### config.mk
export PLATFORM = sky130hd
export DESIGN_NAME = avalon_pio_master
export DESIGN_NICKNAME = d
export VERILOG_FILES = /design/src/rtl/avalon_pio_master.sv
export SDC_FILE = /design/constraint.sdc
export NUM_CORES = 1
export LEC_CHECK = 0
export ABC_CLOCK_PERIOD_IN_PS = 2500
export BUFFER_PORTS_ARGS = -buffer_cell sky130_fd_sc_hd__buf_2
export CORE_MARGIN = 5
export CORE_UTILIZATION = 43
export DETAILED_ROUTE_END_ITERATION = 10
export PLACE_DENSITY_LB_ADDON = 0.05
export SLEW_MARGIN = 25
export SYNTH_ARGS = -nofsm -noshare
export SYNTH_HDL_FRONTEND = slang
export SYNTH_SLANG_ARGS = --single-unit
### constraint.sdc
create_clock -name clk_i -period 2.5 [get_ports clk_i]
set_clock_uncertainty 0.15 [all_clocks]
set_input_delay 0.5 -clock clk_i [delete_from_list [all_inputs] [get_ports clk_i]]
set_output_delay 0.5 -clock clk_i [all_outputs]
set_load 0.01 [all_outputs]
### src/rtl/avalon_pio_master.sv
// Single-transfer Avalon-MM master for PIO-style slaves: command/response handshake in,
// chipselect/write_n/read_n cycles out. Optional waitrequest timeout under AVM_TIMEOUT_EN.
module avalon_pio_master #(
  parameter int unsigned ADDR_W         = 2,
  parameter int unsigned DATA_W         = 18,
  parameter int unsigned TIMEOUT_CYCLES = 255
) (
  input  logic              clk_i,
  input  logic              reset_i,
  input  logic              cmd_valid_i,
  output logic              cmd_ready_o,
  input  logic              cmd_write_i,
  input  logic [ADDR_W-1:0] cmd_address_i,
  input  logic [DATA_W-1:0] cmd_writedata_i,
  output logic              rsp_valid_o,
  output logic [DATA_W-1:0] rsp_readdata_o,
  output logic              rsp_error_o,
  output logic [ADDR_W-1:0] avm_address_o,
  output logic              avm_chipselect_o,
  output logic              avm_write_n_o,
  output logic              avm_read_n_o,
  output logic [DATA_W-1:0] avm_writedata_o,
  input  logic [DATA_W-1:0] avm_readdata_i,
  input  logic              avm_waitrequest_i
);

  typedef enum logic [1:0] {StIdle, StBus, StResp} state_e;

  state_e              state_q;
  logic                dir_q;  // 1 = write
  logic                cmd_ready_q;
  logic                rsp_valid_q;
  logic [DATA_W-1:0]   rsp_readdata_q;
  logic                cs_q;
  logic                write_n_q;
  logic                read_n_q;
  logic [ADDR_W-1:0]   address_q;
  logic [DATA_W-1:0]   writedata_q;

`ifdef AVM_TIMEOUT_EN
  localparam int unsigned TmoW    = (TIMEOUT_CYCLES > 1) ? $clog2(TIMEOUT_CYCLES) : 1;
  localparam int unsigned TmoLast = (TIMEOUT_CYCLES > 0) ? TIMEOUT_CYCLES - 1 : 0;
  logic [TmoW-1:0] tmo_cnt_q;
  logic            rsp_error_q;
`endif

  always_ff @(posedge clk_i) begin
    if (reset_i) begin
      state_q        <= StIdle;
      dir_q          <= 1'b0;
      cmd_ready_q    <= 1'b1;
      rsp_valid_q    <= 1'b0;
      rsp_readdata_q <= '0;
      cs_q           <= 1'b0;
      write_n_q      <= 1'b1;
      read_n_q       <= 1'b1;
      address_q      <= '0;
      writedata_q    <= '0;
`ifdef AVM_TIMEOUT_EN
      tmo_cnt_q      <= '0;
      rsp_error_q    <= 1'b0;
`endif
    end else begin
      case (state_q)
        StIdle: begin
          if (cmd_valid_i && cmd_ready_q) begin
            state_q     <= StBus;
            dir_q       <= cmd_write_i;
            address_q   <= cmd_address_i;
            writedata_q <= cmd_writedata_i;
            cs_q        <= 1'b1;
            write_n_q   <= ~cmd_write_i;
            read_n_q    <= cmd_write_i;
            cmd_ready_q <= 1'b0;
`ifdef AVM_TIMEOUT_EN
            tmo_cnt_q   <= '0;
`endif
          end
        end
        StBus: begin
          if (!avm_waitrequest_i) begin
            state_q        <= StResp;
            cs_q           <= 1'b0;
            write_n_q      <= 1'b1;
            read_n_q       <= 1'b1;
            rsp_valid_q    <= 1'b1;
            rsp_readdata_q <= dir_q ? '0 : avm_readdata_i;
          end
`ifdef AVM_TIMEOUT_EN
          else if (tmo_cnt_q == TmoW'(TmoLast)) begin
            // Stalled too long: abort the cycle and report an error response.
            state_q        <= StResp;
            cs_q           <= 1'b0;
            write_n_q      <= 1'b1;
            read_n_q       <= 1'b1;
            rsp_valid_q    <= 1'b1;
            rsp_readdata_q <= '0;
            rsp_error_q    <= 1'b1;
          end else begin
            tmo_cnt_q <= tmo_cnt_q + TmoW'(1);
          end
`endif
        end
        StResp: begin
          state_q     <= StIdle;
          rsp_valid_q <= 1'b0;
          cmd_ready_q <= 1'b1;
`ifdef AVM_TIMEOUT_EN
          rsp_error_q <= 1'b0;
`endif
        end
        default: state_q <= StIdle;
      endcase
    end
  end

  assign cmd_ready_o      = cmd_ready_q;
  assign rsp_valid_o      = rsp_valid_q;
  assign rsp_readdata_o   = rsp_readdata_q;
  assign avm_address_o    = address_q;
  assign avm_chipselect_o = cs_q;
  assign avm_write_n_o    = write_n_q;
  assign avm_read_n_o     = read_n_q;
  assign avm_writedata_o  = writedata_q;

`ifdef AVM_TIMEOUT_EN
  assign rsp_error_o = rsp_error_q;
`else
  logic unused_timeout;
  assign unused_timeout = ^TIMEOUT_CYCLES;
  assign rsp_error_o    = 1'b0;
`endif

endmodule

; Word level (Yosys, flattened, before mapping)
; Index checks and enable logic that the tools add are counted.
[totals]
register_bits = 46
latchBits = 0
ram_bits = 0
mem_bits_ro = 0
inputBits = 43
out_inout_bits = 44
wordCells = 42
mem_count = 0
[classes]
n_addsub = 0
multipliers = 0
n_div = 0
order_cmp = 0
n_eq_ne = 4
shift = 0
mux = 15
bitwise = 2
n_reduce_logical = 11
[op_table]
columns = operator, count
row1 = 18-bit 2-to-1 mux, 1
row2 = 1-bit one-hot mux with 2 select lines, 5
row3 = 2-bit AND reduction, 5
row4 = 1-bit 2-to-1 mux, 6
row5 = 2-bit nonzero test, 3
row6 = 2-bit 2-to-1 mux, 2
row7 = "2-bit inequality test, second input constant", 2
row8 = 2-bit one-hot mux with 2 select lines, 1
row9 = 3-bit AND reduction, 1
row10 = "2-bit by 1-bit equality test with 1-bit output, second input constant", 1
row11 = "2-bit equality test, second input constant", 1
row12 = 2-bit logical NOT, 1
row13 = 1-bit NOT, 2
row14 = 1-bit logical AND, 1

; Longest topological paths before layout
[logic_depth]
word_depth = 3
ltp_mapped = 6

; Least setup slack after synthesis
; Ideal clock, no wire load.
[synth_path]
path_kind = input-to-reg
start = input avm_waitrequest_i
end = register rsp_readdata_q[10] (netlist: rsp_readdata_o[10])
arrival_time_ps = 1589
slack_ps = 644
stages = 6
path_cell_list = or3b_1 -> buf_2 -> and2_4 -> buf_6 -> buf_6 -> a22o_1
[synth_between]
elab_chain_len = 2
[synth_lines]
columns = element, line_no
row1 = from (decl), 24  ; input logic avm_waitrequest_i
row2 = 1-bit NOT (no line), n/a
row3 = 2-bit AND reduction (no line), n/a
row4 = to (signal assigned), 87  ; rsp_readdata_q <= dir_q ? '0 : avm_readdata_i;
row5 = to (decl), 33  ; logic [DATA_W-1:0] rsp_readdata_q;
; Every way passes these cells.
; A chain may end at the register's enable or synchronous reset.

; Final worst setup path
[layout_path]
start = register state_q[0]
end = register rsp_readdata_q[14] (netlist: rsp_readdata_o[14])
[layout_between]
elab_chain_len = 2
[layout_lines]
columns = element, line_no
row1 = from (decl), 29  ; state_e state_q;
row2 = from (signal assigned), 49  ; state_q <= StIdle;
row3 = from (signal assigned), 67  ; state_q <= StBus;
row4 = from (signal assigned), 82  ; state_q <= StResp;
row5 = 2-bit by 1-bit equality test with 1-bit output, 64  ; case (state_q)
row6 = 2-bit AND reduction (no line), n/a
; Every way passes these cells.

==> impl_metrics.ini <==
[run_status]
status = completed

[sta]
hold_viol = 0
setup_tns_ns = 0
max_freq_mhz = 590
relSlewSlack = 0.631
drv_slew = 0
setup_viol = 0
fin_crit_sh = 0.678
tightest_slew_ns = 0.554
rsz0062_at_grt = false
fin_crit_ns = 1.70

[power]
p_leak_nw = 1.04
internal_power_mw = 1.15
switching_share = 0.234
p_per_area_nw_per_um2 = 697
p_sw_uw = 351
ir_drop_v = 0.000440
power_frac_seq = 0.532
finalPower_mw = 1.50
clockPowerShare = 0.335
comb_power_share = 0.133

[critical_path]
r2r_setup_slack_ns = 0.80
cp-end-kind = flop
start_kind = flop
critPathMaxFanout = 19
reg2reg_from = state_q[0]$_SDFFE_PP0P_
cp_cell_sequence = or3b_1, and2_4, a22o_1
worstReg2RegEnd = rsp_readdata_o[14]$_SDFFE_PP0P_
path_buf_inv = 0
r2r_cells = 3
path_class = reg -> reg
cp_top_family = simple AND/OR/NAND/NOR gates
critPathArrivalTime_ns = 1.73
critPathMaxStageDelay_ns = 0.48
cp.required_ns = 2.53
cp_slowest_cell = or3b_1

[die]
dieArea_um2 = 4960
start_util = 0.435
core_area_um2 = 3610
die_w_um = 70.4
die_h_um = 70.4
num_rows = 22
io_pins = 87

[clocking]
cts-resized-gates = 0
clockBufferDepth = 2
clkSlewWorstSetupHoldPaths_ns = 0.08
holdBufCountCts = 0
cts_tree = done
cts_inserted_buffers = 5
cts_sinks = 46
cts_max_level = 2
clock_latency_ns = 0.28
clock-root-buffer = clkbuf_8
cts_setup_buffers = 0

[place]
routabilityCongestion = 0.700
port_buffers = 85
postPlaceCellArea_um2 = 2040
dp_hpwl_um = 2620

[routing]
dr.first_iter.drc_count = 83
drtPass1Iterations = 4
viasPerCell = 4.76
num_vias = 1419
wire_per_inst_um = 11.9
drt-total-wl_um = 3540
drtAntennaViolNets = 0
drc = 0

[yosys]
ys_warn_count = 0
synth_edf_count = 0
syn_area_um2 = 1570
ys_seq_elements = 46
synth_cell_types = 24
avgSynthCellArea_um2 = 9.52
synthesis.instances = 165
async_flop_share = 0
synth_nets = 208
yosysSeqAreaShare = 0.586
ys.flop_type = dfxtp_1

[final_layout]
final_nets = 292
antenna_cells = 0
drive_gt1_frac = 0.404
nFillCells = 358
multi_input_area_um2 = 584
design_area_um2 = 2150
register_area_um2 = 921
area_growth_pct = 36.7

[global_routing]
first_global_vias = 1386
grt_max_degree = 31
antenna_found_initial = 0
gr-total-overflow = 0
grt_usage = 0.142
grt_pass1_wl_um = 5820

[worst_hold_path]
min_from = avm_readdata_i[9]
hold_class = in -> reg
min_to = rsp_readdata_o[9]$_SDFFE_PP0P_
hold-path-cell-count = 2

[run]
maxCapViolCount = 0
-- worst max path at each step --
stage,slack (ns),endpoint,from,cells past startpoint
global placement,0.66,rsp_readdata_o[12]$_SDFFE_PP0P_,avm_waitrequest_i,4
detailed placement,0.65,rsp_readdata_o[2]$_SDFFE_PP0P_,avm_waitrequest_i,4
finish,0.80,rsp_readdata_o[14]$_SDFFE_PP0P_,state_q[0]$_SDFFE_PP0P_,3
global route,0.71,rsp_readdata_o[14]$_SDFFE_PP0P_,state_q[0]$_SDFFE_PP0P_,3
CTS,0.80,rsp_readdata_o[2]$_SDFFE_PP0P_,state_q[0]$_SDFFE_PP0P_,3
floorplan,0.64,rsp_readdata_o[10]$_SDFFE_PP0P_,avm_waitrequest_i,6
-- sequential cells by signal, indices dropped and copies added, names as in the netlist --
| name | count |
|---|---|
| avm_address_o | 2 |
| avm_chipselect_o | 1 |
| avm_read_n_o | 1 |
| avm_write_n_o | 1 |
| avm_writedata_o | 18 |
| cmd_ready_o | 1 |
| dir_q | 1 |
| rsp_readdata_o | 18 |
| rsp_valid_o | 1 |
| state_q | 2 |
-- layout make-up --
cell class,instances,area share
inverters,2,0.00350
multi-input cells,104,0.272
well taps,48,0.0280
clock buffers,8,0.0513
repair buffers,90,0.216
flip-flops and latches,46,0.429
-- Yosys cell counts (2+ instances only) --
cell,instances,share of area
clkbuf_1,7,0.017
a21oi_1,24,0.076
nor2_1,6,0.014
a22o_1,18,0.10
buf_4,2,0.0096
inv_1,2,0.0048
dfxtp_1,46,0.59
buf_6,2,0.014
nand2_1,43,0.10
-- logic make-up after synthesis --
group | after synthesis | share of synthesized area
AOI/OAI and AO/OA | 46 | 0.196
DFF | 46 | 0.586
and+or+nand+nor | 57 | 0.164
other | 1 | 0.00239
buffers and inverters | 15 | 0.0510
-- metal layers --
| metal | share of wire | GRT usage | routed length [um] | vias up |
|---|---|---|---|---|
| li1 | - | - | - | 731 |
| met5 | 0 | 0 | 0 | - |
| met3 | 0.092 | 0.0489 | 326 | 2 |
| met4 | 0.0071 | 0.0489 | 25 | 0 |
| met1 | 0.45 | 0.169 | 1580 | 636 |
| met2 | 0.45 | 0.237 | 1610 | 50 |
-- stage by stage --
step	instances	setup slack, ns	hold WS (ns)	utilization
2_1_floorplan	165	0.644	0.321	-
3_3_place_gp	290	0.659	0.293	0.565
3_5_place_dp	290	0.646	0.297	0.565
4_1_cts	298	0.801	0.260	0.595
5_1_grt	298	0.707	0.267	0.595
6_report	298	0.805	0.269	0.595
-- power groups by stage --
stage                     clock (mW)  combinational, mW  sequential [mW]
after CTS                      0.517              0.203            0.797
final                          0.501              0.199            0.797
after global placement             0              0.202            0.814
after global routing           0.550              0.222            0.803
after floorplan                    0             0.0910            0.830
after detailed placement           0              0.202            0.814
-- cell usage in the layout, fill, tap and decap left out, drive strengths merged --
| cell | Yosys | layout |
|---|---|---|
| nor2 | 6 | 6 |
| nor3 | 1 | 1 |
| nor4 | 1 | 1 |
| dfxtp | 46 | 46 |
| a221o | 1 | 1 |
| nand4bb | 1 | 1 |
| nor4bb | 1 | 1 |
| or3b | 1 | 1 |
| a31oi | 1 | 1 |
| a21oi | 24 | 24 |
| nand2 | 43 | 43 |
| and2 | 1 | 1 |
| conb | 1 | 1 |
| clkbuf | 7 | 8 |
| o21ai | 1 | 1 |
| nand2b | 1 | 1 |
| a22o | 18 | 18 |
| inv | 2 | 2 |
| a32oi | 1 | 1 |
| buf | 6 | 90 |
| nor2b | 1 | 1 |
Power figures use the tool's default switching activity.
